### src/rtl/regfile_bist.sv
// regfile_bist: built-in self-test engine for a 32x32 register file that has two
// asynchronous read ports and one synchronous write port.
//
// It writes a seed-derived pattern to every register, reads all of them back on
// both ports, and then repeats the write and read with the inverted pattern.
// It reports pass/fail along with the first mismatching address and data.
// Register x0 is written like the others, and it must still read back as zero.
//
// Ports:
//   clk, rst_n           clock, asynchronous active-low reset
//   start                one-cycle run request (honoured only when idle)
//   busy, done           run in progress / one-cycle completion pulse
//   pass                 result of the last completed run
//   fail_addr, fail_data address and observed data of the first mismatch
//   we, wa, wd           register-file write port (registered)
//   ra1, ra2             register-file read addresses (registered)
//   rd1, rd2             register-file read data (combinational from ra1/ra2)
module regfile_bist #(
    parameter logic [31:0] SEED = 32'hA5A5_5A5A
) (
    input  logic        clk,
    input  logic        rst_n,
    input  logic        start,
    output logic        busy,
    output logic        done,
    output logic        pass,
    output logic [4:0]  fail_addr,
    output logic [31:0] fail_data,
    output logic        we,
    output logic [4:0]  wa,
    output logic [31:0] wd,
    output logic [4:0]  ra1,
    output logic [4:0]  ra2,
    input  logic [31:0] rd1,
    input  logic [31:0] rd2
);

    typedef enum logic [2:0] {StIdle, StW0, StR0, StW1, StR1, StDone} state_e;

    state_e      state_q, state_d;
    logic [4:0]  cnt_q, cnt_d;
    logic        busy_q, busy_d, done_q, done_d, pass_q, pass_d, err_q, err_d;
    logic [4:0]  fail_addr_q, fail_addr_d;
    logic [31:0] fail_data_q, fail_data_d;
    logic        we_q, we_d;
    logic [4:0]  wa_q, wa_d, ra1_q, ra1_d, ra2_q, ra2_d;
    logic [31:0] wd_q, wd_d;
    logic        in_read, rd_phase_d, mis1, mis2;
    logic [31:0] exp1, exp2;

    function automatic logic [31:0] pattern(input logic inv, input logic [4:0] a);
        logic [31:0] p;
        p = SEED ^ {27'b0, a};
        return inv ? ~p : p;
    endfunction

    // Next state and phase counter.
    always_comb begin
        state_d = state_q;
        cnt_d   = cnt_q;
        unique case (state_q)
            StIdle: begin
                if (start) begin
                    state_d = StW0;
                    cnt_d   = 5'd0;
                end
            end
            StW0: begin
                if (cnt_q == 5'd31) begin
                    state_d = StR0;
                    cnt_d   = 5'd0;
                end else begin
                    cnt_d = cnt_q + 5'd1;
                end
            end
            StR0: begin
                if (cnt_q == 5'd15) begin
                    state_d = StW1;
                    cnt_d   = 5'd0;
                end else begin
                    cnt_d = cnt_q + 5'd1;
                end
            end
            StW1: begin
                if (cnt_q == 5'd31) begin
                    state_d = StR1;
                    cnt_d   = 5'd0;
                end else begin
                    cnt_d = cnt_q + 5'd1;
                end
            end
            StR1: begin
                if (cnt_q == 5'd15) begin
                    state_d = StDone;
                    cnt_d   = 5'd0;
                end else begin
                    cnt_d = cnt_q + 5'd1;
                end
            end
            StDone: begin
                state_d = StIdle;
                cnt_d   = 5'd0;
            end
            default: begin
                state_d = StIdle;
                cnt_d   = 5'd0;
            end
        endcase
    end

    // Compare the read data against the addresses driven in this cycle.
    always_comb begin
        in_read = (state_q == StR0) || (state_q == StR1);
        exp1    = (ra1_q == 5'd0) ? 32'd0 : pattern(state_q == StR1, ra1_q);
        exp2    = (ra2_q == 5'd0) ? 32'd0 : pattern(state_q == StR1, ra2_q);
        mis1    = in_read && (rd1 != exp1);
        mis2    = in_read && (rd2 != exp2);
    end

    // The outputs are computed from the next state, so every output is a plain flop.
    always_comb begin
        we_d        = (state_d == StW0) || (state_d == StW1);
        wa_d        = we_d ? cnt_d : 5'd0;
        wd_d        = we_d ? pattern(state_d == StW1, cnt_d) : 32'd0;
        rd_phase_d  = (state_d == StR0) || (state_d == StR1);
        ra1_d       = rd_phase_d ? {cnt_d[3:0], 1'b0} : 5'd0;
        ra2_d       = rd_phase_d ? {cnt_d[3:0], 1'b1} : 5'd0;
        busy_d      = (state_d != StIdle);
        done_d      = (state_d == StDone);
        pass_d      = pass_q;
        err_d       = err_q;
        fail_addr_d = fail_addr_q;
        fail_data_d = fail_data_q;
        if ((state_q == StIdle) && start) begin
            pass_d      = 1'b0;
            err_d       = 1'b0;
            fail_addr_d = 5'd0;
            fail_data_d = 32'd0;
        end else if (!err_q && (mis1 || mis2)) begin
            // Port 1 wins when both ports miss in the same cycle.
            err_d       = 1'b1;
            fail_addr_d = mis1 ? ra1_q : ra2_q;
            fail_data_d = mis1 ? rd1 : rd2;
        end
        // The final R1 compare lands on the same edge that enters DONE.
        if (state_d == StDone) begin
            pass_d = !(err_q || mis1 || mis2);
        end
    end

    always_ff @(posedge clk or negedge rst_n) begin
        if (!rst_n) begin
            state_q     <= StIdle;
            cnt_q       <= 5'd0;
            busy_q      <= 1'b0;
            done_q      <= 1'b0;
            pass_q      <= 1'b0;
            err_q       <= 1'b0;
            fail_addr_q <= 5'd0;
            fail_data_q <= 32'd0;
            we_q        <= 1'b0;
            wa_q        <= 5'd0;
            wd_q        <= 32'd0;
            ra1_q       <= 5'd0;
            ra2_q       <= 5'd0;
        end else begin
            state_q     <= state_d;
            cnt_q       <= cnt_d;
            busy_q      <= busy_d;
            done_q      <= done_d;
            pass_q      <= pass_d;
            err_q       <= err_d;
            fail_addr_q <= fail_addr_d;
            fail_data_q <= fail_data_d;
            we_q        <= we_d;
            wa_q        <= wa_d;
            wd_q        <= wd_d;
            ra1_q       <= ra1_d;
            ra2_q       <= ra2_d;
        end
    end

    assign busy      = busy_q;
    assign done      = done_q;
    assign pass      = pass_q;
    assign fail_addr = fail_addr_q;
    assign fail_data = fail_data_q;
    assign we        = we_q;
    assign wa        = wa_q;
    assign wd        = wd_q;
    assign ra1       = ra1_q;
    assign ra2       = ra2_q;

endmodule
### config.mk
export PLATFORM = sky130hd
export DESIGN_NAME = regfile_bist
export DESIGN_NICKNAME = d
export VERILOG_FILES = /design/src/rtl/regfile_bist.sv
export SDC_FILE = /design/constraint.sdc
export NUM_CORES = 1
export LEC_CHECK = 0
export CORE_UTILIZATION = 45
export CTS_BUF_LIST = sky130_fd_sc_hd__clkbuf_4 sky130_fd_sc_hd__clkbuf_8 sky130_fd_sc_hd__clkbuf_16
export DETAILED_ROUTE_END_ITERATION = 6
export GPL_TIMING_DRIVEN = 0
export PLACE_DENSITY = 0.89
export RECOVER_POWER = 25
export SYNTH_ARGS = -nofsm -noshare
export SYNTH_HDL_FRONTEND = slang
export SYNTH_SLANG_ARGS = --single-unit
export TNS_END_PERCENT = 50
### constraint.sdc
create_clock -name clk -period 3.7 [get_ports clk]
set_input_delay 0.74 -clock clk [delete_from_list [all_inputs] [get_ports clk]]
set_output_delay 0.74 -clock clk [all_outputs]
set_load 0.01 [all_outputs]
==> results_dict.tcl <==
set metrics [dict create \
    status "finished with violations" \
    violations "design-rule violations, max-capacitance violations, max-slew violations" \
    post-route-util_pct 68.5 \
    antenna_cells 0 \
    ys_seq_elements 67 \
    worstHoldPathType "reg -> reg" \
    htreeDepth 3 \
    critical_path.max_fanout 10 \
    core_um2 8890 \
    area_growth_syn_to_layout_pct 45.3 \
    synth_edf_count 0 \
    netlist-cell-type-count 60 \
    cts-root-buf "clkbuf_8" \
    critPathLaunchType "input pin" \
    clock.fmax_mhz 313 \
    critPathKind "in -> reg" \
    maxCapViolCount 1 \
    yosys.area.top_type_share_pct 40.0 \
    ys.flop_type "dfrtp_1" \
    rsz0062_at_grt "false" \
    layoutNonFillerInstCount 694 \
    num_rows 34 \
    vias 4144 \
    clock-sinks 67 \
    cts_tree "yes" \
    synth_top_cell_by_area "dfrtp_1" \
    yosysMostFrequentCell "dfrtp_1" \
    cts_buffer_depth 2 \
    synth-seq-area-share_pct 40.0 \
    powerDensity_nw_per_um2 284 \
    grt_pass1_vias 4129 \
    ys_warn_count 0 \
    post_cts_buffers 0 \
    slew_headroom_pct -11.9 \
    cp-end-kind "flop" \
    fp.dieH_um 98.5 \
    start_util_pct 47.2 \
    grt_max_degree 68 \
    layout_min_cycle_time_ns 3.20 \
    hold_viol_final 0 \
    hold_ws_ns 0.556 \
    slew_violations 68 \
    numPortBuffers 152 \
    ant_nets 0 \
    p_leak_nw 2.44 \
    drt-pass1-iter-count 7 \
    skew_ns 0.00773 \
    nNetsFinal 652 \
    clk_pin_slew_worst_paths_ns 0.08 \
    cts_hold_buf 0 \
    ir_worst_vdd_mv 0.198 \
    finalWirelength_um 13000 \
    worstMarginPinSlew_ns 1.68 \
    synth.area.top_cells "dfrtp_1 40%, o221a_2 8.6%, o31a_1 6.7%" \
    antenna_found_initial 0 \
    avgSynthCellArea_um2 10.0 \
    clk_latency_ns 0.36 \
    period_share_pct 86.4 \
    grt_use_total_pct 26.9 \
    dp.cells 678 \
    io_pins 155 \
    gp_congestion 0.911 \
    synthCells 418 \
    synth_area_um2 4190 \
    overflow 0 \
    n_fill_cell 668 \
    die_area_um2 9710 \
    yosys-top-cells-count "67 x dfrtp_1, 35 x nor2_1, 34 x buf_4, 32 x o221a_2, 32 x o31a_1" \
    setup_viol 0 \
    grt_pass1_wl_um 20600 \
    vias_per_cell 5.97 \
    async_flop_share_pct 100 \
    route.detailed.drc 15 \
    cp.arrival_ns 3.44 \
    drive_gt1_share_pct 18.6 \
    post_cts_resized 0 \
    dpl.hpwl_um 9690 \
    syn_nets 489 \
    die_w_um 98.5 \
    reg2reg_slack_ns 0.79 \
    worstPathRequired_ns 3.94 \
    numCtsBuffers 9 \
    avgRoutedWirePerCell_um 18.7 \
    drt-initial-drc-count 274 \
]
-- layout by cell type, fill, tap and decap left out, drive strengths merged, types with 2 or more instances in the layout --
master | Yosys | routed
nand3 | 14 | 14
dfrtp | 67 | 67
or3b | 2 | 2
ha | 4 | 4
o22ai | 2 | 2
o31a | 32 | 32
o221a | 32 | 32
nor2 | 35 | 35
clkdlybuf4s50 | 0 | 151
xor2 | 5 | 5
bufinv | 0 | 3
and3 | 3 | 3
nand4 | 14 | 14
nor4 | 11 | 11
o211ai | 4 | 4
and4 | 6 | 6
or3 | 2 | 2
nor3b | 4 | 4
or4 | 7 | 7
nor4b | 2 | 2
mux2i | 6 | 6
o21ai | 14 | 14
a22oi | 3 | 3
nand2b | 4 | 4
a21oi | 11 | 11
nand3b | 4 | 4
nand2 | 20 | 20
nor3 | 8 | 8
and2 | 3 | 3
xnor2 | 5 | 5
clkbuf | 12 | 22
inv | 6 | 8
a22o | 3 | 3
o22a | 5 | 5
buf | 52 | 52
-- state kept, by name, indices dropped and copies added, names as in the netlist --
name / cells
we: 1
ra1: 1
ra2: 4
err_q: 1
wa: 5
done: 1
fail_data: 32
cnt_q: 5
busy: 1
wd: 7
fail_addr: 5
pass: 1
state_q: 3
-- worst paths after layout --
check                                    from       endpoint  depth (start not counted)
worst max register to register     state_q[1]   fail_data[2]                         10
worst min register to register  fail_data[14]  fail_data[14]                          1
min in group asynchronous               rst_n  fail_data[18]                          1
worst min-delay path            fail_data[14]  fail_data[14]                          1
worst max-delay path                  rd1[16]   fail_data[2]                         10
max in group asynchronous               rst_n   fail_data[3]                          1
-- per-stage QoR --
step	total power, W	worst slack [ns]	area [µm²]	TNS (ns)
after global placement	0.000970	-0.279	5850	-18.33
final	0.00173	0.502	6090	0
after detailed placement	0.000973	0.161	5850	0
after floorplan	0.000818	0.884	4190	0
after global routing	0.00178	0.379	6090	0
after CTS	0.00173	0.522	6100	0
-- layer usage --
layer | vias to the layer above | global-route usage, % | wire length (µm)
met5 | - | 0 | 0
met4 | 0 | 12.3 | 351
met3 | 36 | 7.38 | 1250
met2 | 218 | 46.3 | 6300
met1 | 1992 | 31.4 | 5090
li1 | 1898 | - | -
-- cell families after synthesis --
family	share of synthesized area (%)
AOI/OAI and AO/OA	24.0
muxes	1.70
adders and majority gates	1.19
DFF	40.0
buffers and inverters	11.7
xor gates and xnor gates	2.09
and+or+nand+nor	19.3
other	0.0894
-- worst max-delay path, stage by stage --
cell and delay, ns:
clkdlybuf4s50_1 0.48, or4_1 0.57, nor4b_1 0.34, o2bb2ai_1 0.12, nor3_1 0.18, and4bb_1 0.24, buf_6 0.15, nand3b_4 0.14
buf_8 0.20, o221a_2 0.27
-- final cells by class --
type / instances / area (µm²) / area share (%)
Multi-Input combinational cell: 281 / 2030 / 33.2
Sequential cell: 67 / 1680 / 27.5
Timing Repair Buffer: 152 / 1520 / 24.9
Buffer: 64 / 469 / 7.70
Tap cell: 108 / 135 / 2.22
Clock buffer: 9 / 124 / 2.03
Clock inverter: 7 / 124 / 2.03
Inverter: 6 / 22.5 / 0.370
-- report_power, final --
part	total [W]	switching, W	internal, W	leakage, nW
clock network	0.000772	0.000318	0.000453	0.120
logic	0.000200	0.0000830	0.000117	1.54
registers	0.000761	0.0000113	0.000749	0.782
total	0.00173	0.000413	0.00132	2.44
No activity file was read; power rests on OpenSTA's default activity.
